`src/rtl/word_counter.sv`:
```
// Per-FIFO popped-word counters for output FIFOs 4-7 with an IDLE-gated readout port.
// Optional build macro WORD_COUNTER_SAT_EN: counters saturate instead of wrapping.
module word_counter #(
   parameter int unsigned CNT_W = 5
) (
   input  logic             clk,
   input  logic             reset,
   input  logic             pop4,
   input  logic             pop5,
   input  logic             pop6,
   input  logic             pop7,
   input  logic             empty4,
   input  logic             empty5,
   input  logic             empty6,
   input  logic             empty7,
   input  logic             IDLE,
   input  logic             req,
   input  logic [1:0]       idx,
   output logic             valid_contador,
   output logic [CNT_W-1:0] contador_out
);

   typedef enum logic {
      RD_IDLE,
      RD_RESP
   } rd_state_t;

   rd_state_t        state, next_state;
   logic [CNT_W-1:0] cnt [4];
   logic [3:0]       pop_v, empty_v, inc;
   logic             capture;

   assign pop_v   = {pop7, pop6, pop5, pop4};
   assign empty_v = {empty7, empty6, empty5, empty4};
   assign inc     = pop_v & ~empty_v;
   assign capture = req && IDLE;

   always_ff @(posedge clk) begin
      if (reset) begin
         for (int unsigned k = 0; k < 4; k++) cnt[k] <= '0;
      end else begin
         for (int unsigned k = 0; k < 4; k++) begin
            if (inc[k]) begin
`ifdef WORD_COUNTER_SAT_EN
               if (cnt[k] != '1) cnt[k] <= cnt[k] + CNT_W'(1);
`else
               cnt[k] <= cnt[k] + CNT_W'(1);
`endif
            end
         end
      end
   end

   always_ff @(posedge clk) begin
      if (reset) state <= RD_IDLE;
      else       state <= next_state;
   end

   always_comb begin
      next_state = RD_IDLE;
      if (capture) next_state = RD_RESP;
   end

   // Capture samples the counter before this edge's increment lands.
   always_ff @(posedge clk) begin
      if (reset)        contador_out <= '0;
      else if (capture) contador_out <= cnt[idx];
   end

   assign valid_contador = (state == RD_RESP);

endmodule

```
`config.mk`:
```
export PLATFORM = sky130hd
export DESIGN_NAME = word_counter
export DESIGN_NICKNAME = d
export VERILOG_FILES = /design/src/rtl/word_counter.sv
export SDC_FILE = /design/constraint.sdc
export NUM_CORES = 1
export LEC_CHECK = 0
export BUFFER_PORTS_ARGS = -buffer_cell sky130_fd_sc_hd__buf_2
export CAP_MARGIN = 25
export CORE_MARGIN = 5
export CORE_UTILIZATION = 34
export CTS_CLUSTER_DIAMETER = 200
export DETAILED_ROUTE_END_ITERATION = 7
export GPL_ROUTABILITY_DRIVEN = 0
export SLEW_MARGIN = 15
export SYNTH_ARGS = -nofsm -noshare
export SYNTH_HDL_FRONTEND = slang
export SYNTH_SLANG_ARGS = --single-unit
```
`constraint.sdc`:
```
create_clock -name clk -period 3.6 [get_ports clk]
set_input_delay 0.36 -clock clk [delete_from_list [all_inputs] [get_ports clk]]
set_output_delay 0.36 -clock clk [all_outputs]
set_load 0.01 [all_outputs]
```
==> reports/metrics.cfg <==
[setup_path]
critical-path-max-stage-delay_ns = 0.46
cp.arrival_ns = 1.29
path_class = reg2reg
worstSetupEndpointType = flip-flop
worstPathCellList = ha_1 > nand3_1 > xor2_1 > nor2_1
cp-start-kind = flip-flop
worstSetupPathDepth = 4
cp.required_ns = 3.63
ff2ff_path_depth = 4
path_buf_inv = 0
slowest_stage = edfxtp_1
cp_max_fo = 4
cp_top_family = flip-flops

[die]
die-height_um = 71.5
coreArea_mm2 = 0.00366
io_pins = 20
die_w_um = 71.5
placementRows = 22
die-area_mm2 = 0.00511
start_util_pct = 35.1

[sta]
worst_clock_skew_ns = 0.00260
setup_viol = 0
tns_ns = 0
final_hold_viol_count = 0
finalCritPeriodShare_pct = 35.1
worst_pin_slew_ns = 0.263
fmax_mhz = 792
min_period_ns = 1.26
slew_viol_final = 0
worst_hold_slack_ns = 0.380
relSlewSlack_pct = 82.4
worst_slack_ns = 2.34
rsz0062_at_grt = no

[grt]
gr-total-overflow = 0
track_usage_pct = 9.71
grt_pass1_vias = 804
antenna_found_initial = 0
grt_max_degree = 15
grt_pass1_wl_mm = 3.83

[drt]
drc_errors = 0
drt_pass1_iterations = 4
routed_wl_mm = 2.27
met3WireLength_um = 155
met2_wirelength_um = 966
wl_met1_mm = 1.11
via_count = 855
first_iter_violations = 40
vias_per_cell = 4.78
ant_nets = 0
top_layer = met4
routedWlPerCell_um = 12.7

[placed_design]
place.port_buffers = 19
place_inst = 175
hpwl_mm = 1.76
placed_area_mm2 = 0.00143
dp_worst_setup_slack_ns = 2.24

[layout]
final_common_cell = nor2_1
final_cell_mix = 21 x nor2_1, 20 x edfxtp_1, 19 x buf_2
drive_above_1_share_pct = 20.6
final_util_pct = 40.2
stdcell_count = 179
fin_nets = 150
area_growth_syn_to_layout_pct = 14.4
fillers = 359
n_antenna_cell = 0
final_cell_area_mm2 = 0.00147

[clocking]
root_buffer = clkbuf_8
clockBufferDepth = 2
clock-sinks = 26
htree_levels = 1
post_cts_buffers = 0
clk_latency_ns = 0.27
cts_made_buffers = 3
cts_resized = 0
path_clk_slew_ns = 0.09
cts_tree = done
postCtsHoldBufs = 0

[pwr]
ir_drop_mv = 0.208
finalPower_uw = 592
p_leak_nw = 0.590
cellPowerDensity_mw_per_mm2 = 402

[logic_synthesis]
ys_ff_latch = 26
ys_seq_area_share_pct = 56.1
yosys_warnings = 0
syn_inst = 110
syn-num-nets = 128
avgSynthCellArea_um2 = 11.7
synth_area_mm2 = 0.00128
synth_cell_types = 15

[run_status]
status = finished clean

[min_path]
hp-class = in2reg
holdPathStages = 3

[flow_run]
cap_violations = 0

-- synthesized netlist by cell type --
cell      number  area (um^2)
nand3_1       13         65.1
dfxtp_1        6          120
buf_6          1         11.3
mux4_2         5          113
xnor2_1        4         35.0
ha_1           4         50.1
nand3b_1       4         30.0
clkbuf_1       1         3.75
a21o_1         4         30.0
a21oi_1        5         25.0
nand2_1        6         22.5
xor2_1         8         70.1
inv_1          8         30.0
edfxtp_1      20          601
nor2_1        21         78.8
-- area by class of cell --
cell class / instances / area, um^2 / share of cell area, %
inverters: 8 / 30.0 / 2.04
clock buffers: 4 / 45.0 / 3.06
flip-flops and latches: 26 / 721 / 49.0
multi-input cells: 74 / 519 / 35.3
repair buffers: 19 / 95.1 / 6.47
well taps: 48 / 60.1 / 4.09
-- metal layers --
| layer | vias to the layer above | global-route usage (%) |
|---|---|---|
| met5 | - | 0 |
| met4 | 0 | 3.76 |
| met3 | 5 | 3.79 |
| met1 | 401 | 13.3 |
| li1 | 429 | - |
| met2 | 20 | 13.8 |
-- tightest hold or removal path, stage by stage --
cell     delay [ns]
buf_2          0.13
nand3_1        0.07
a21oi_1        0.05
-- power breakdown --
group	leakage [nW]	internal, mW	switching (mW)
clock network	0.0228	0.0794	0.0905
logic	0.305	0.0315	0.0326
registers	0.262	0.342	0.0157
total	0.590	0.453	0.139
-- logic make-up (layout without fill, tap and decap cells) --
group | Yosys count | in the layout | share of synthesized area [%]
AND/OR/NAND/NOR | 44 | 44 | 15.3
flip-flops | 26 | 26 | 56.1
XOR/XNOR | 12 | 12 | 8.18
buffers and inverters | 10 | 31 | 3.51
AO/OA/AOI/OAI | 9 | 9 | 4.28
multiplexers | 5 | 5 | 8.76
adder cells (fa/ha/maj) | 4 | 4 | 3.89
-- sequential cells by signal (all words and copies together) (netlist names) --
| name | cells |
|---|---|
| cnt | 20 |
| contador_out | 5 |
| valid_contador | 1 |
-- final timing paths --
check / startpoint / end / slack [ns]
worst max register to register: cnt[2][0] / cnt[2][4] / 2.34
worst min register to register: contador_out[2] / contador_out[2] / 0.46
worst max-delay path: cnt[2][0] / cnt[2][4] / 2.34
worst min-delay path: IDLE / contador_out[2] / 0.38
Note: power is estimated with default switching activity, not from simulation.
